File: src/rtl/fp_div_arbiter_pkg.sv
// fp_div_arbiter_pkg: shared state encoding and width constants for the divider arbiter
package fp_div_arbiter_pkg;
  localparam int NREQ_DEF = 4;
  localparam int WORD_W = 32;
  typedef enum logic [2:0] {IDLE, SEND_A, SEND_B, WAIT_Z, RESP} state_t;
endpackage

File: src/rtl/fp_div_arbiter_rr.sv
// rr_arbiter: combinational round-robin pick of the first request at or above ptr, with wrap-around
module rr_arbiter
  import fp_div_arbiter_pkg::*;
#(
  parameter int N = NREQ_DEF,
  parameter int GW = 2
) (
  input  logic [N-1:0]  req_i,
  input  logic [GW-1:0] ptr_i,
  output logic [N-1:0]  gnt_o,
  output logic [GW-1:0] idx_o,
  output logic          any_o
);
  logic [N-1:0] rot;
  logic [GW:0] off, sum;
  // rotate so bit 0 is the requester at ptr; the lowest set bit is then the winner
  assign rot = N'({req_i, req_i} >> ptr_i);
  always_comb begin
    off = '0;
    for (int k = N - 1; k >= 0; k--) if (rot[k]) off = (GW+1)'(k);
  end
  assign sum = {1'b0, ptr_i} + off;
  assign idx_o = GW'(sum >= (GW+1)'(N) ? sum - (GW+1)'(N) : sum);
  assign any_o = |req_i;
  assign gnt_o = any_o ? (N'(1) << idx_o) : '0;
endmodule

File: src/rtl/fp_div_arbiter.sv
// fp_div_arbiter: shares one handshaked float divider among NREQ requesters, one operation in flight
module fp_div_arbiter
  import fp_div_arbiter_pkg::*;
#(
  parameter int NREQ = NREQ_DEF,
  parameter int GW = 2
) (
  input  logic                     clk,
  input  logic                     rst,
  input  logic [NREQ-1:0]          req_valid,
  input  logic [NREQ*WORD_W-1:0]   req_a,
  input  logic [NREQ*WORD_W-1:0]   req_b,
  output logic [NREQ-1:0]          req_ready,
  output logic [NREQ-1:0]          rsp_valid,
  output logic [WORD_W-1:0]        rsp_z,
  input  logic [NREQ-1:0]          rsp_ready,
  output logic [WORD_W-1:0]        div_a,
  output logic [WORD_W-1:0]        div_b,
  output logic                     div_stb_a,
  output logic                     div_stb_b,
  input  logic                     div_i_ack,
  input  logic [WORD_W-1:0]        div_z,
  input  logic                     div_z_stb,
  output logic                     div_z_ack,
  output logic                     busy,
  output logic [GW-1:0]            grant_id,
  output logic [15:0]              op_count
);
  state_t state_q, state_d;
  logic [GW-1:0] ptr_q, ptr_d, gid_q, gid_d, gidx;
  logic [WORD_W-1:0] a_q, a_d, b_q, b_d, z_q, z_d;
  logic [NREQ-1:0] rv_q, rv_d, gnt;
  logic sa_q, sa_d, sb_q, sb_d, za_q, za_d, any;
  logic [15:0] cnt_q, cnt_d;
  rr_arbiter #(.N(NREQ), .GW(GW)) u_arb (
    .req_i(req_valid),
    .ptr_i(ptr_q),
    .gnt_o(gnt),
    .idx_o(gidx),
    .any_o(any)
  );
  always_comb begin
    state_d = state_q;
    ptr_d = ptr_q;
    gid_d = gid_q;
    a_d = a_q;
    b_d = b_q;
    z_d = z_q;
    rv_d = rv_q;
    sa_d = sa_q;
    sb_d = sb_q;
    za_d = za_q;
    cnt_d = cnt_q;
    case (state_q)
      IDLE: if (any) begin
        state_d = SEND_A;
        gid_d = gidx;
        a_d = req_a[int'(gidx)*WORD_W +: WORD_W];
        b_d = req_b[int'(gidx)*WORD_W +: WORD_W];
        sa_d = 1'b1;
      end
      SEND_A: if (sa_q && div_i_ack) begin
        state_d = SEND_B;
        sa_d = 1'b0;
        sb_d = 1'b1;
      end
      SEND_B: if (sb_q && div_i_ack) begin
        state_d = WAIT_Z;
        sb_d = 1'b0;
        za_d = 1'b1;
      end
      WAIT_Z: if (za_q && div_z_stb) begin
        state_d = RESP;
        z_d = div_z;
        za_d = 1'b0;
        rv_d = NREQ'(1) << gid_q;
      end
      RESP: if (rsp_ready[gid_q]) begin
        state_d = IDLE;
        rv_d = '0;
        ptr_d = gid_q == GW'(NREQ - 1) ? '0 : gid_q + 1'b1;
        cnt_d = cnt_q + 16'd1;
      end
      default: state_d = IDLE;
    endcase
  end
  always_ff @(posedge clk or posedge rst)
    if (rst) begin
      state_q <= IDLE;
      ptr_q <= '0;
      gid_q <= '0;
      a_q <= '0;
      b_q <= '0;
      z_q <= '0;
      rv_q <= '0;
      sa_q <= 1'b0;
      sb_q <= 1'b0;
      za_q <= 1'b0;
      cnt_q <= '0;
    end else begin
      state_q <= state_d;
      ptr_q <= ptr_d;
      gid_q <= gid_d;
      a_q <= a_d;
      b_q <= b_d;
      z_q <= z_d;
      rv_q <= rv_d;
      sa_q <= sa_d;
      sb_q <= sb_d;
      za_q <= za_d;
      cnt_q <= cnt_d;
    end
  // acceptance is the only combinational output; masked so it stays low throughout reset
  assign req_ready = (state_q == IDLE && !rst) ? gnt : '0;
  assign rsp_valid = rv_q;
  assign rsp_z = z_q;
  assign div_a = a_q;
  assign div_b = b_q;
  assign div_stb_a = sa_q;
  assign div_stb_b = sb_q;
  assign div_z_ack = za_q;
  assign busy = state_q != IDLE;
  assign grant_id = gid_q;
  assign op_count = cnt_q;
endmodule

File: config.mk
export PLATFORM = sky130hd
export DESIGN_NAME = fp_div_arbiter
export DESIGN_NICKNAME = d
export VERILOG_FILES = /design/src/rtl/fp_div_arbiter_pkg.sv /design/src/rtl/fp_div_arbiter_rr.sv /design/src/rtl/fp_div_arbiter.sv
export SDC_FILE = /design/constraint.sdc
export NUM_CORES = 1
export LEC_CHECK = 0
export CORE_AREA = 4 4 162 164
export CTS_CLUSTER_SIZE = 28
export DETAILED_ROUTE_END_ITERATION = 8
export DIE_AREA = 0 0 166 168
export PLACE_DENSITY = 0.7
export SETUP_SLACK_MARGIN = 0.2
export SLEW_MARGIN = 15
export SYNTH_ARGS = -nofsm -noshare
export SYNTH_HDL_FRONTEND = slang
export SYNTH_HIERARCHICAL = 1
export SYNTH_SLANG_ARGS = --single-unit
File: constraint.sdc
create_clock -name clk -period 6.1 [get_ports clk]
set_input_delay 1.83 -clock clk [delete_from_list [all_inputs] [get_ports clk]]
set_output_delay 1.83 -clock clk [all_outputs]
set_load 0.01 [all_outputs]
* Yosys cells after proc, flatten, opt, wreduce, memory -nomap -nowiden
Cells that the tools add are included.
** Word-level totals
- Bits in registers :: 126
- Input bits :: 300
- Output and inout port bits :: 126
- Word-level logic and storage cells :: 80
** Cells by class
- Add/sub/neg operators :: 4
- Magnitude comparators :: 2
- Eq/ne operators :: 10
- Shift operators :: 5
- Muxes and demuxes :: 28
- Reductions and logical operators :: 20
** Operator list (number)
- $shiftx A128 B8 Y32 :: 2
- $add A16 B1 Y16 const B :: 1
- $mux W4 :: 4
- $mux W3 :: 5
- $pmux W3 S5 :: 1
- $mux W2 :: 6
- $reduce_and A3 Y1 :: 4
- $ne A2 B2 Y1 const B :: 4
- $pmux W4 S2 :: 1
- $reduce_bool A2 Y1 :: 4
- $shl A1 B2 Y4 const A :: 2
- $shr A8 B2 Y4 :: 1
- $mux W1 :: 7
- $eq A3 B2 Y1 const B :: 2
- $pmux W1 S2 :: 3
- $reduce_and A2 Y1 :: 3
- $reduce_and A5 Y1 :: 1
- $logic_and A1 B1 Y1 :: 4
- $reduce_or A4 Y1 :: 1
- $add A2 B2 Y3 :: 1
- $eq A3 B1 Y1 const B :: 1
- $eq A3 B3 Y1 const B :: 1
- $ge A3 B3 Y1 const B :: 1
- $logic_not A3 Y1 :: 1
- 8 further kinds :: 8

* Logic depth before layout (Yosys ltp)
Gate-level depths: netlist (run 1).
- Depth in word-level cells :: 11
- Gate-level depth with buffers :: 13
- Mapped depth without buffers :: 10

* Cells and area by module
The synthesis (run 1) kept the hierarchy.
** By module, submodules not included
- fp_div_arbiter :: times used 1, cells each 432, area an instance 6633.9 um2, seq. area each 3153.0 um2
- rr_arbiter :: times used 1, cells each 38, area an instance 265.3 um2, seq. area each 0.0 um2

* Least setup slack after synthesis (run 1)
OpenSTA, ideal clock, no wires.
- Path kind :: input to output
- Start point :: input port req_valid[1]
- End point :: output port req_ready[0]
- Arrival time :: 3204 ps
- Required time :: 4270 ps
- Slack :: 1066 ps
- Stages on the path :: 10
- Cell sequence :: buf_6 > nor2b_1 > a21oi_1 > o211ai_1 > o21a_1 > ha_1 > xor2_1 > nand4_1 > nor3b_1 > and2_1
** On the way
- Cells in the longest elaborated chain, start to end :: 11
** RTL lines
- from (decl) :: line fp_div_arbiter.sv:10 : input logic [NREQ-1:0] req_valid,
- $shr A8 B2 Y4 :: line fp_div_arbiter_rr.sv:17 : assign rot = N'({req_i, req_i} >> ptr_i);
- $mux W2 (4 in a row) :: line fp_div_arbiter_rr.sv:20 : for (int k = N - 1; k >= 0; k--) if (rot[k]) off = (GW+1)'(k);
- $add A2 B2 Y3 :: line fp_div_arbiter_rr.sv:22 : assign sum = {1'b0, ptr_i} + off;
- $ge A3 B3 Y1 / $sub A2 B1 Y2 (equally long branches) :: line fp_div_arbiter_rr.sv:23 : assign idx_o = GW'(sum >= (GW+1)'(N) ? sum - (GW+1)'(N) : sum);
- $mux W2 :: line fp_div_arbiter_rr.sv:23
- $shl A1 B2 Y4 :: line fp_div_arbiter_rr.sv:25 : assign gnt_o = any_o ? (N'(1) << idx_o) : '0;
- $mux W4 (*) :: line fp_div_arbiter_rr.sv:25
- net gnt[0] :: line fp_div_arbiter.sv:32 : logic [NREQ-1:0] rv_q, rv_d, gnt;
- $mux W4 (*) :: line fp_div_arbiter.sv:114 : assign req_ready = (state_q == IDLE && !rst) ? gnt : '0;
- to (decl) :: line fp_div_arbiter.sv:13 : output logic [NREQ-1:0] req_ready,
Mark *: on every way through the listed nets, which the timed path passes. The rest lies on a longest branch.

* Final worst setup path (run 1)
- Start point :: input port req_valid[0]
- End point :: output port req_ready[3]
The elaborated chain is that of the path after synthesis.

==> impl_metrics.xml, run 1 <==
<?xml version="1.0" encoding="UTF-8"?>
<metrics>
  <group name="floorplanning">
    <metric name="die_h" unit="um">168</metric>
    <metric name="io_pins" unit="">426</metric>
    <metric name="design.die.area" unit="mm2">0.0279</metric>
    <metric name="floorplan.core_area" unit="mm2">0.0249</metric>
    <metric name="horizontal_die_dimension" unit="um">166</metric>
    <metric name="rows" unit="">58</metric>
    <metric name="effective_utilization_at_floorplan" unit="%">27.7</metric>
  </group>
  <group name="timing">
    <metric name="worst_pin_slew" unit="ns">1.07</metric>
    <metric name="finalHoldWorstSlack" unit="ns">0.469</metric>
    <metric name="fin_crit" unit="ns">5.79</metric>
    <metric name="layout_worst_path_cycle_share" unit="%">95.0</metric>
    <metric name="worst_clock_skew" unit="ns">0.0168</metric>
    <metric name="worst_slew_margin_rel" unit="%">28.2</metric>
    <metric name="fmaxAchievable" unit="MHz">173</metric>
    <metric name="rsz0062_at_grt" unit="">false</metric>
    <metric name="timing_max_transition_violations_final" unit="">0</metric>
    <metric name="finalSetupViolations" unit="">0</metric>
    <metric name="hold_violation_total_from_the_final_report" unit="">0</metric>
    <metric name="finalSetupTns" unit="ns">0</metric>
  </group>
  <group name="layout">
    <metric name="drive_above_1_share" unit="%">24.9</metric>
    <metric name="post-route-util" unit="%">49.1</metric>
    <metric name="mostFrequentLayoutCell" unit="">sky130_fd_sc_hd__clkdlybuf4s50_1</metric>
    <metric name="area_growth_syn_to_layout" unit="%">77.2</metric>
    <metric name="final_nets" unit="">1213</metric>
    <metric name="most-common-layout-cells" unit="">sky130_fd_sc_hd__clkdlybuf4s50_1, sky130_fd_sc_hd__dfrtp_1, sky130_fd_sc_hd__mux2_2, sky130_fd_sc_hd__mux4_2, sky130_fd_sc_hd__nand2_1</metric>
    <metric name="final_cell_count_without_fillers" unit="">1251</metric>
    <metric name="layout.filler_cells" unit="">2180</metric>
  </group>
  <group name="run">
    <metric name="max_cap_viol_count" unit="">0</metric>
  </group>
  <group name="worst_setup_path">
    <metric name="critical_path_class" unit="">primary input to output port</metric>
    <metric name="worst_setup_path_end_kind" unit="">output port</metric>
    <metric name="critical_path.reg2reg.startpoint" unit="">ptr_q[1]</metric>
    <metric name="path_depth" unit="">11</metric>
    <metric name="critPathMostFrequentCell" unit="">sky130_fd_sc_hd__a21oi_1</metric>
    <metric name="ff2ff_path_depth" unit="">24</metric>
    <metric name="cp_cell_sequence" unit="">clkdlybuf4s50_1 &gt; a21oi_1 &gt; o211ai_1 &gt; o21a_1 &gt; ha_4 &gt; xor2_4 &gt; nand4_1 &gt; buf_4 &gt; a21oi_1 &gt; and2_1 &gt; dlygate4sd2_1</metric>
    <metric name="cp_slowest_cell" unit="">sky130_fd_sc_hd__clkdlybuf4s50_1</metric>
    <metric name="critical_path.max_stage_delay" unit="ns">0.48</metric>
    <metric name="timing.critical_path.from" unit="">req_valid[0]</metric>
    <metric name="worstPathArrival" unit="ns">3.96</metric>
    <metric name="critPathRequiredTime" unit="ns">4.27</metric>
    <metric name="timing.critical_path.fanout_max" unit="">4</metric>
    <metric name="cp-start-kind" unit="">primary input</metric>
    <metric name="worst_path_dominant_cell_family" unit="">buffers and inverters</metric>
    <metric name="crit_buf_inv" unit="">3</metric>
  </group>
  <group name="logic_synthesis">
    <metric name="synth.ff_latch_count" unit="">126</metric>
    <metric name="yosysWarningCount" unit="">6</metric>
    <metric name="post_synth_instance_area" unit="mm2">0.00690</metric>
    <metric name="avgSynthCellArea" unit="um2">14.7</metric>
    <metric name="synth.top_cells.by_area" unit="">sky130_fd_sc_hd__dfrtp_1, sky130_fd_sc_hd__mux4_2, sky130_fd_sc_hd__mux2_2</metric>
    <metric name="synth.distinct_cells" unit="">46</metric>
    <metric name="synth_seq_area_share" unit="%">45.7</metric>
    <metric name="yosysTopAreaCell" unit="">sky130_fd_sc_hd__dfrtp_1</metric>
    <metric name="dominantRegCellSynth" unit="">sky130_fd_sc_hd__dfrtp_1</metric>
    <metric name="synth_edf_count" unit="">0</metric>
    <metric name="asyncSetResetFlopFracSynth" unit="%">100</metric>
    <metric name="synthesis.instances" unit="">470</metric>
    <metric name="yosysTopAreaCellShare" unit="%">45.7</metric>
    <metric name="net_count_after_synthesis" unit="">776</metric>
  </group>
  <group name="power">
    <metric name="peakVddDrop" unit="uV">256</metric>
    <metric name="power.total" unit="W">0.00589</metric>
    <metric name="p_leak" unit="nW">4.83</metric>
    <metric name="powerDensity" unit="mW/mm2">482</metric>
  </group>
  <group name="clock_tree">
    <metric name="hold_buffers" unit="">0</metric>
    <metric name="clock_latency" unit="ns">0.41</metric>
    <metric name="clockRootBuffer" unit="">sky130_fd_sc_hd__clkbuf_16</metric>
    <metric name="clock_pin_slew_worst_setup_and_hold_paths" unit="ns">0.06</metric>
    <metric name="cts_num_sinks" unit="">126</metric>
    <metric name="number_of_cts_inserted_buffers" unit="">17</metric>
    <metric name="cts_tree" unit="">done</metric>
    <metric name="cts_buffer_depth" unit="">2</metric>
    <metric name="htree_num_levels" unit="">4</metric>
  </group>
  <group name="min_path">
    <metric name="min_path_cells" unit="">1</metric>
    <metric name="holdCritPathClass" unit="">flip-flop to flip-flop</metric>
    <metric name="hold_path.startpoint" unit="">op_count[15]</metric>
  </group>
  <group name="routing">
    <metric name="drt_pre_antenna_iters" unit="">4</metric>
    <metric name="routed_wl" unit="um">24600</metric>
    <metric name="vias_per_cell" unit="">4.66</metric>
    <metric name="drt.antenna.violating_nets" unit="">0</metric>
    <metric name="drt_drc_violations_left" unit="">0</metric>
    <metric name="route.detailed.wl_per_inst" unit="um">19.7</metric>
    <metric name="drt-initial-drc-count" unit="">234</metric>
    <metric name="via_count" unit="">5832</metric>
  </group>
  <group name="global_routing">
    <metric name="grt_util_met3" unit="%">5.85</metric>
    <metric name="grt_usage" unit="%">17.3</metric>
    <metric name="grt_antenna_before_repair" unit="">2</metric>
    <metric name="grt_util_met2" unit="%">30.3</metric>
    <metric name="grt_util_met1" unit="%">20.6</metric>
    <metric name="overflow" unit="">0</metric>
    <metric name="grt_pass1_vias" unit="">6354</metric>
    <metric name="global_route.peak_usage_layer" unit="">met2</metric>
    <metric name="grt_first_pass_wirelength" unit="um">37300</metric>
    <metric name="grt_start_max_net_pins" unit="">94</metric>
  </group>
  <group name="placed_design">
    <metric name="gp_congestion" unit="">0.846</metric>
    <metric name="place.port_buffers" unit="">425</metric>
    <metric name="post-place-cells" unit="">1204</metric>
    <metric name="post-dp-hpwl" unit="um">19700</metric>
  </group>
  <group name="outcome">
    <metric name="status" unit="">finished, final reports clean</metric>
  </group>
</metrics>
-- worst reg2reg max path, stage by stage, from the launching register on --
cell,delay [ns]
sky130_fd_sc_hd__dfrtp_1,0.65
sky130_fd_sc_hd__nand2b_1,0.17
sky130_fd_sc_hd__a21oi_1,0.07
sky130_fd_sc_hd__o211ai_1,0.17
sky130_fd_sc_hd__o21a_1,0.19
sky130_fd_sc_hd__ha_4,0.16
sky130_fd_sc_hd__xor2_4,0.17
sky130_fd_sc_hd__nand4_1,0.18
sky130_fd_sc_hd__buf_4,0.18
sky130_fd_sc_hd__buf_4,0.12
sky130_fd_sc_hd__buf_4,0.12
sky130_fd_sc_hd__buf_4,0.12
sky130_fd_sc_hd__buf_4,0.12
sky130_fd_sc_hd__buf_4,0.12
sky130_fd_sc_hd__buf_4,0.12
sky130_fd_sc_hd__buf_4,0.12
sky130_fd_sc_hd__buf_4,0.12
sky130_fd_sc_hd__buf_4,0.11
sky130_fd_sc_hd__buf_4,0.12
sky130_fd_sc_hd__buf_4,0.12
sky130_fd_sc_hd__buf_4,0.14
sky130_fd_sc_hd__nand2_8,0.22
sky130_fd_sc_hd__buf_16,0.26
sky130_fd_sc_hd__mux4_2,0.42
sky130_fd_sc_hd__mux2_2,0.28
-- kinds of logic (layout without fill, tap and decap cells) --
family	count (synthesis)	after routing	synth area share (%)
muxes	161	161	37.3
DFF	126	126	45.7
and+or+nand+nor	91	91	7.31
buffers and inverters	39	489	3.88
AOI/OAI and AO/OA	31	31	2.72
xor gates and xnor gates	16	16	2.03
adders and majority gates	6	6	1.09
other	0	1	0
-- per-layer routing --
metal	vias to the layer above	routed length [um]
met5	-	17
met4	2	378
met3	24	2010
met2	263	12800
met1	2877	9460
li1	2666	-
-- area by class of cell --
cell class,instances,area (um2),share of cell area (%)
clock inverters,15,198,1.62
multi-input cells,305,3540,29.0
repair buffers,451,4470,36.5
flip-flops and latches,126,3150,25.8
well taps,330,413,3.38
clock buffers,17,425,3.48
inverters,6,27.5,0.225
diodes,1,2.50,0.0205
-- through the flow --
stage                     setup WS (ns)  area [um2]
after floorplan                   0.914        6900
after global placement          -0.0178       11500
after detailed placement        -0.0534       11500
after CTS                         0.113       12200
after global routing              0.178       12200
final                             0.305       12200
-- power breakdown --
part / internal [W] / switching, W
combinational: 0.00204 / 0.00131
clock: 0.000659 / 0.000421
sequential: 0.00122 / 0.000247
-- worst paths after layout --
check | end | slack, ns
worst max-delay path | req_ready[3] | 0.31
worst min-delay path | op_count[15] | 0.47
worst max register to register | div_a[5] | 1.39
worst min register to register | op_count[15] | 0.47
max in group asynchronous | div_a[7] | 3.16
min in group asynchronous | op_count[10] | 1.98
-- registers in the layout, summed over array words and instances, names as in the netlist --
register	flops
state_q	3
div_z_ack	1
op_count	16
div_b	32
div_stb_b	1
rsp_z	32
rsp_valid	4
grant_id	2
div_a	32
ptr_q	2
div_stb_a	1
-- synth_stat cells, drive strengths merged, types with 2 or more instances --
cell type,instances
nor3,3
o21ai,13
and3,5
buf,27
nand2b,2
o31ai,2
nand3,15
inv,6
nand2,29
nor2b,3
a21oi,8
a31oi,2
clkbuf,6
mux2,96
xor2,4
and2b,3
and2,6
ha,6
xnor2,12
nor3b,6
nor2,10
nand4,3
and3b,2
mux4,65
dfrtp,126
-- what timing repair did --
action | 4_1_cts | 5_1_grt
buffers inserted | 13 | 1
setup endpoints to repair | 4 | 68
resized for setup | 6 | 10
pin swaps | 1 | 2
hold endpoints to repair | 0 | 0
Note: power is estimated with default switching activity, not from simulation.
==> run 2: changes to the inputs <==
CORE_AREA = 2 2 164 166   (was 4 4 162 164)
PLACE_DENSITY = 0.68   (was 0.7)
==> run 2 against run 1 <==
Effect of this change: sequential power is essentially flat; critical endpoint is now req_ready[2]; routed wire length fell by 3.1%; sequential share of layout area grew 0.056 points; largest power group unchanged; clock power is essentially flat; power down 0.17%; core utilization down 2.8 points; critical path depth rose by 2.
==> impl_metrics.xml, run 2 (synthesis results as in run 1) <==
<?xml version="1.0" encoding="UTF-8"?>
<metrics>
  <group name="outcome">
    <metric name="status" unit="">finished, final reports clean</metric>
  </group>
  <group name="power">
    <metric name="p_leak" unit="nW">4.80</metric>
    <metric name="peakVddDrop" unit="uV">266</metric>
    <metric name="powerDensity" unit="mW/mm2">482</metric>
  </group>
  <group name="worst_setup_path">
    <metric name="worst_setup_path_end_kind" unit="">output port</metric>
    <metric name="cp-start-kind" unit="">primary input</metric>
    <metric name="critPathMostFrequentCell" unit="">sky130_fd_sc_hd__buf_4</metric>
    <metric name="cp_slowest_cell" unit="">sky130_fd_sc_hd__clkdlybuf4s50_1</metric>
    <metric name="r2r_path_end" unit="">div_b[10]</metric>
    <metric name="cp_cell_sequence" unit="">clkdlybuf4s50_1 &gt; nor2b_4 &gt; a21oi_1 &gt; o2bb2ai_1 &gt; o21a_1 &gt; ha_4 &gt; xor2_4 &gt; nand4_1 &gt; buf_4 &gt; buf_4 &gt; a21oi_2 &gt; and2_1 &gt; buf_2</metric>
    <metric name="timing.reg2reg.setup_slack" unit="ns">2.38</metric>
    <metric name="critical_path.reg2reg.startpoint" unit="">ptr_q[1]</metric>
    <metric name="timing.critical_path.fanout_max" unit="">3</metric>
    <metric name="critical_path.max_stage_delay" unit="ns">0.48</metric>
    <metric name="timing.critical_path.from" unit="">req_valid[3]</metric>
    <metric name="critPathRequiredTime" unit="ns">4.27</metric>
    <metric name="critical_path_class" unit="">primary input to output port</metric>
    <metric name="ff2ff_path_depth" unit="">9</metric>
    <metric name="worstPathArrival" unit="ns">4.02</metric>
  </group>
  <group name="placed_design">
    <metric name="post-dp-hpwl" unit="um">18800</metric>
    <metric name="place.port_buffers" unit="">425</metric>
    <metric name="gp_congestion" unit="">0.784</metric>
    <metric name="post-place-cells" unit="">1221</metric>
  </group>
  <group name="layout">
    <metric name="final_nets" unit="">1210</metric>
    <metric name="post-route-util" unit="%">46.3</metric>
    <metric name="final_cell_count_without_fillers" unit="">1258</metric>
    <metric name="most-common-layout-cells" unit="">sky130_fd_sc_hd__clkdlybuf4s50_1, sky130_fd_sc_hd__dfrtp_1, sky130_fd_sc_hd__mux2_2, sky130_fd_sc_hd__mux4_2, sky130_fd_sc_hd__nand2_1</metric>
    <metric name="area_growth_syn_to_layout" unit="%">76.8</metric>
    <metric name="drive_above_1_share" unit="%">25.1</metric>
    <metric name="mostFrequentLayoutCell" unit="">sky130_fd_sc_hd__clkdlybuf4s50_1</metric>
    <metric name="antenna_cells_inserted" unit="">0</metric>
    <metric name="layout.filler_cells" unit="">2373</metric>
  </group>
  <group name="clock_tree">
    <metric name="number_of_cts_inserted_buffers" unit="">17</metric>
    <metric name="htree_num_levels" unit="">4</metric>
    <metric name="cts_buffer_depth" unit="">2</metric>
    <metric name="cts_num_sinks" unit="">126</metric>
    <metric name="clock_latency" unit="ns">0.41</metric>
    <metric name="clockRootBuffer" unit="">sky130_fd_sc_hd__clkbuf_16</metric>
    <metric name="cts_tree" unit="">done</metric>
    <metric name="hold_buffers" unit="">0</metric>
    <metric name="clock_pin_slew_worst_setup_and_hold_paths" unit="ns">0.06</metric>
  </group>
  <group name="min_path">
    <metric name="holdCritPathClass" unit="">flip-flop to flip-flop</metric>
    <metric name="min_delay_worst_endpoint" unit="">op_count[15]</metric>
    <metric name="hold_path.startpoint" unit="">op_count[15]</metric>
    <metric name="min_path_cells" unit="">1</metric>
  </group>
  <group name="routing">
    <metric name="via_count" unit="">5821</metric>
    <metric name="drt.antenna.violating_nets" unit="">0</metric>
    <metric name="routed_wl" unit="um">23900</metric>
    <metric name="drt-initial-drc-count" unit="">321</metric>
    <metric name="vias_per_cell" unit="">4.63</metric>
    <metric name="drt_pre_antenna_iters" unit="">4</metric>
    <metric name="route.detailed.wl_per_inst" unit="um">19.0</metric>
    <metric name="drt_drc_violations_left" unit="">0</metric>
  </group>
  <group name="floorplanning">
    <metric name="io_pins" unit="">426</metric>
    <metric name="design.die.area" unit="mm2">0.0279</metric>
    <metric name="rows" unit="">60</metric>
    <metric name="die_h" unit="um">168</metric>
    <metric name="floorplan.core_area" unit="mm2">0.0264</metric>
    <metric name="horizontal_die_dimension" unit="um">166</metric>
    <metric name="effective_utilization_at_floorplan" unit="%">26.2</metric>
  </group>
  <group name="timing">
    <metric name="worst_clock_skew" unit="ns">0.00937</metric>
    <metric name="layout_worst_path_cycle_share" unit="%">95.8</metric>
    <metric name="worst_pin_slew" unit="ns">1.13</metric>
    <metric name="finalSetupViolations" unit="">0</metric>
    <metric name="hold_violation_total_from_the_final_report" unit="">0</metric>
    <metric name="timing_max_transition_violations_final" unit="">0</metric>
    <metric name="fin_crit" unit="ns">5.85</metric>
    <metric name="fmaxAchievable" unit="MHz">171</metric>
    <metric name="rsz0062_at_grt" unit="">true</metric>
    <metric name="worst_slew_margin_rel" unit="%">24.3</metric>
  </group>
  <group name="global_routing">
    <metric name="grt_antenna_before_repair" unit="">0</metric>
    <metric name="grt_pass1_vias" unit="">6253</metric>
    <metric name="grt_start_max_net_pins" unit="">69</metric>
    <metric name="overflow" unit="">0</metric>
    <metric name="grt_first_pass_wirelength" unit="um">36200</metric>
    <metric name="grt_usage" unit="%">16.9</metric>
  </group>
  <group name="run">
    <metric name="max_cap_viol_count" unit="">0</metric>
  </group>
</metrics>
run 2: changes by cell type in the layout (fill, tap and decap cells not counted), moves of 2 or more:
cell / change
sky130_fd_sc_hd__inv_8: -3
sky130_fd_sc_hd__dlymetal6s2s_1: -2
sky130_fd_sc_hd__clkinv_2: +2
sky130_fd_sc_hd__buf_4: -3
sky130_fd_sc_hd__inv_6: -2
run 2: through the flow:
stage                     power (W)  setup WS [ns]  area, um2  hold WS (ns)  setup TNS (ns)
after floorplan             0.00363          0.914       6900         0.483               0
after global placement      0.00477        -0.0310      11500         0.466         -0.0446
after detailed placement    0.00480         -0.146      11500         0.465          -0.464
after CTS                   0.00597          0.132      12200         0.477               0
after global routing        0.00625          0.136      12200         0.489               0
final                       0.00588          0.254      12200         0.479               0
run 2: repair_timing:
| item | CTS | global route |
|---|---|---|
| gates cloned | 0 | 0 |
| endpoints found under the hold margin | 0 | 0 |
| endpoints found under the setup margin | 4 | 4 |
| buffers inserted | 4 | 1 |
| gates resized for setup | 9 | 11 |
| pin swaps | 2 | 2 |
run 2: critical path, delay by kind of cell:
| kind | cells | cell delay, ns |
|---|---|---|
| compound gates | 4 | 0.50 |
| fa+ha+maj | 1 | 0.16 |
| simple gates | 3 | 0.44 |
| xor+xnor | 1 | 0.15 |
| buf+inv | 4 | 0.93 |
run 2: power by group:
group | total, W | switching [W] | internal (W)
Clock | 0.00110 | 0.000405 | 0.000699
Combinational | 0.00331 | 0.00129 | 0.00201
Sequential | 0.00147 | 0.000249 | 0.00122
run 2: worst max path at each step:
stage              endpoint
6_report       req_ready[2]
5_1_grt        req_ready[2]
4_1_cts        req_ready[2]
3_5_place_dp   req_ready[2]
3_3_place_gp   req_ready[2]
2_1_floorplan      div_a[0]
run 2: final cells by class:
cell class                      count  area [um2]  area share (%)
Timing Repair Buffer              448        4420            36.2
Multi-Input combinational cell    305        3540            29.0
Sequential cell                   126        3150            25.8
Clock buffer                       19         443            3.63
Tap cell                          341         427            3.50
Clock inverter                     13         186            1.53
Inverter                            6        27.5           0.226
run 2: layer usage:
metal  vias to the layer above  global-route usage [%]  share of wire, %
li1                       2642                       -                 -
met1                      2894                    20.9                40
met2                       258                    28.8                51
met3                        27                    4.89               7.0
met4                         0                    4.50               1.5
met5                         -                       0                 0
==> run 3: changes to the inputs <==
clock period = 6 ns   (was 6.1 ns; I/O delays follow)
==> run 3 against run 2 <==
Effect of this change: count of clock-buffer cells in the layout fell by 1; via count fell by 0.55%; flip-flop and latch count did not move; sequential power barely moved; register-to-register slack got worse by 0.03 ns; cell area fell by 0.11%; sequential share of layout area barely moved; die area did not move; clock skew rose by 0.0059 ns; core utilization fell by 0.052 points; clock power barely moved; largest power group unchanged.
==> impl_metrics.xml, run 3 (synthesis results as in run 1) <==
<?xml version="1.0" encoding="UTF-8"?>
<metrics>
  <group name="worst_setup_path">
    <metric name="critical_path_class" unit="">primary input to output port</metric>
    <metric name="critical_path.max_stage_delay" unit="ns">0.48</metric>
    <metric name="crit_buf_inv" unit="">2</metric>
    <metric name="critical_path.reg2reg.startpoint" unit="">ptr_q[1]</metric>
    <metric name="critPathRequiredTime" unit="ns">4.20</metric>
    <metric name="setup.worst_path.end" unit="">req_ready[0]</metric>
    <metric name="worst_path_dominant_cell_family" unit="">buffers and inverters</metric>
    <metric name="worst_setup_path_end_kind" unit="">output port</metric>
    <metric name="r2r_path_end" unit="">div_b[30]</metric>
    <metric name="cp-start-kind" unit="">primary input</metric>
    <metric name="timing.reg2reg.setup_slack" unit="ns">2.35</metric>
    <metric name="ff2ff_path_depth" unit="">9</metric>
    <metric name="cp_cell_sequence" unit="">clkdlybuf4s50_1 &gt; nor2b_4 &gt; a21oi_1 &gt; o2bb2ai_1 &gt; o21a_1 &gt; ha_4 &gt; xor2_4 &gt; nand4_1 &gt; nor3b_2 &gt; and2_1 &gt; clkdlybuf4s15_1</metric>
    <metric name="worstPathArrival" unit="ns">3.80</metric>
    <metric name="timing.critical_path.fanout_max" unit="">4</metric>
    <metric name="cp_slowest_cell" unit="">sky130_fd_sc_hd__clkdlybuf4s50_1</metric>
    <metric name="timing.critical_path.from" unit="">req_valid[3]</metric>
    <metric name="path_depth" unit="">11</metric>
  </group>
  <group name="clock_tree">
    <metric name="hold_buffers" unit="">0</metric>
    <metric name="cts_tree" unit="">done</metric>
    <metric name="clock_latency" unit="ns">0.41</metric>
    <metric name="number_of_cts_inserted_buffers" unit="">17</metric>
    <metric name="cts_buffer_depth" unit="">2</metric>
    <metric name="clockRootBuffer" unit="">sky130_fd_sc_hd__clkbuf_16</metric>
    <metric name="htree_num_levels" unit="">4</metric>
    <metric name="cts_num_sinks" unit="">126</metric>
    <metric name="clock_pin_slew_worst_setup_and_hold_paths" unit="ns">0.06</metric>
  </group>
  <group name="layout">
    <metric name="drive_above_1_share" unit="%">24.8</metric>
    <metric name="most-common-layout-cells" unit="">sky130_fd_sc_hd__clkdlybuf4s50_1, sky130_fd_sc_hd__dfrtp_1, sky130_fd_sc_hd__mux2_2, sky130_fd_sc_hd__mux4_2, sky130_fd_sc_hd__nand2_1</metric>
    <metric name="mostFrequentLayoutCell" unit="">sky130_fd_sc_hd__clkdlybuf4s50_1</metric>
    <metric name="area_growth_syn_to_layout" unit="%">76.6</metric>
    <metric name="post-route-util" unit="%">46.2</metric>
    <metric name="antenna_cells_inserted" unit="">0</metric>
    <metric name="layout.filler_cells" unit="">2371</metric>
    <metric name="final_nets" unit="">1207</metric>
  </group>
  <group name="global_routing">
    <metric name="grt_util_met3" unit="%">5.08</metric>
    <metric name="grt_pass1_vias" unit="">6058</metric>
    <metric name="grt_util_met1" unit="%">20.6</metric>
    <metric name="overflow" unit="">0</metric>
    <metric name="global_route.peak_usage_layer" unit="">met2</metric>
    <metric name="grt_usage" unit="%">16.7</metric>
    <metric name="grt_first_pass_wirelength" unit="um">35800</metric>
    <metric name="grt_antenna_before_repair" unit="">0</metric>
    <metric name="grt_util_met2" unit="%">28.7</metric>
    <metric name="grt_start_max_net_pins" unit="">87</metric>
  </group>
  <group name="timing">
    <metric name="worst_pin_slew" unit="ns">0.829</metric>
    <metric name="timing_max_transition_violations_final" unit="">0</metric>
    <metric name="worst_slack" unit="ns">0.395</metric>
    <metric name="finalSetupViolations" unit="">0</metric>
    <metric name="finalSetupTns" unit="ns">0</metric>
    <metric name="layout_worst_path_cycle_share" unit="%">93.4</metric>
    <metric name="fin_crit" unit="ns">5.60</metric>
    <metric name="worst_slew_margin_rel" unit="%">44.7</metric>
    <metric name="worst_clock_skew" unit="ns">0.0153</metric>
    <metric name="hold_violation_total_from_the_final_report" unit="">0</metric>
    <metric name="rsz0062_at_grt" unit="">true</metric>
    <metric name="finalHoldWorstSlack" unit="ns">0.478</metric>
    <metric name="fmaxAchievable" unit="MHz">178</metric>
  </group>
  <group name="placed_design">
    <metric name="place.port_buffers" unit="">425</metric>
    <metric name="gp_congestion" unit="">0.786</metric>
    <metric name="place_ws" unit="ns">-0.0662</metric>
    <metric name="post-dp-hpwl" unit="um">18700</metric>
  </group>
  <group name="floorplanning">
    <metric name="io_pins" unit="">426</metric>
    <metric name="die_h" unit="um">168</metric>
    <metric name="rows" unit="">60</metric>
    <metric name="horizontal_die_dimension" unit="um">166</metric>
    <metric name="effective_utilization_at_floorplan" unit="%">26.2</metric>
    <metric name="design.die.area" unit="mm2">0.0279</metric>
    <metric name="floorplan.core_area" unit="mm2">0.0264</metric>
  </group>
  <group name="min_path">
    <metric name="holdCritPathClass" unit="">flip-flop to flip-flop</metric>
    <metric name="hold_path.startpoint" unit="">op_count[15]</metric>
    <metric name="min_path_cells" unit="">1</metric>
  </group>
  <group name="power">
    <metric name="p_leak" unit="nW">4.79</metric>
    <metric name="powerDensity" unit="mW/mm2">487</metric>
    <metric name="peakVddDrop" unit="uV">222</metric>
  </group>
  <group name="routing">
    <metric name="drt_drc_violations_left" unit="">0</metric>
    <metric name="routed_wl" unit="um">23600</metric>
    <metric name="vias_per_cell" unit="">4.62</metric>
    <metric name="drt.antenna.violating_nets" unit="">0</metric>
    <metric name="drt-initial-drc-count" unit="">211</metric>
    <metric name="drt_pre_antenna_iters" unit="">4</metric>
    <metric name="via_count" unit="">5789</metric>
    <metric name="route.detailed.wl_per_inst" unit="um">18.8</metric>
  </group>
  <group name="run">
    <metric name="max_cap_viol_count" unit="">0</metric>
  </group>
  <group name="outcome">
    <metric name="status" unit="">finished, final reports clean</metric>
  </group>
</metrics>
-- run 3: changes by cell type in the layout (fill, tap and decap cells not counted), sizes merged, moves of 2 or more --
| cell | delta |
|---|---|
| inv | +2 |
| buf | -4 |
| clkdlybuf4s15 | +2 |
| dlygate4sd2 | -2 |
-- run 3: worst min path at each step --
stage | to | slack (ns)
after floorplan | ptr_q[1] | 0.48
after global placement | op_count[15] | 0.46
after detailed placement | op_count[15] | 0.47
after CTS | op_count[15] | 0.48
after global routing | op_count[15] | 0.50
final | op_count[15] | 0.48
-- run 3: layout make-up --
| type | count | area, um2 | area share, % |
|---|---|---|---|
| clock inverter | 13 | 178 | 1.46 |
| tap | 341 | 427 | 3.50 |
| inverter | 6 | 27.5 | 0.226 |
| timing repair buffer | 445 | 4420 | 36.3 |
| clock buffer | 18 | 439 | 3.60 |
| sequential | 126 | 3150 | 25.9 |
| multi-input combinational | 305 | 3540 | 29.1 |
-- run 3: per-layer routing --
metal,share of wire (%),up-vias
met1,41,2897
li1,-,2650
met3,6.6,18
met5,0,-
met4,1.3,0
met2,51,224
-- run 3: where the power goes --
group          internal, W  switching (W)
sequential         0.00124       0.000249
combinational      0.00204        0.00131
clock             0.000673       0.000412
-- run 3: worst reg2reg max path: stages (launching register included) --
cell	delay, ns
sky130_fd_sc_hd__dfrtp_1	0.54
sky130_fd_sc_hd__nand2b_1	0.23
sky130_fd_sc_hd__a21oi_1	0.14
sky130_fd_sc_hd__o211ai_1	0.10
sky130_fd_sc_hd__o21a_1	0.16
sky130_fd_sc_hd__ha_4	0.28
sky130_fd_sc_hd__buf_4	0.40
sky130_fd_sc_hd__buf_4	0.71
sky130_fd_sc_hd__mux4_2	0.70
sky130_fd_sc_hd__mux2_2	0.28
-- run 3: timing repair --
item / in CTS / in global routing
resized for setup: 6 / 13
pin swaps: 3 / 3
setup buffers: 1 / 0
endpoints found under the setup margin: 4 / 4
-- run 3: per-stage QoR --
stage / power, W / instance area (um2) / std cells
CTS: 0.00603 / 12100 / 1253
global route: 0.00631 / 12200 / 1254
floorplan: 0.00369 / 6900 / 470
finish: 0.00593 / 12200 / 1254
detailed placement: 0.00490 / 11500 / 1221
global placement: 0.00486 / 11500 / 1221
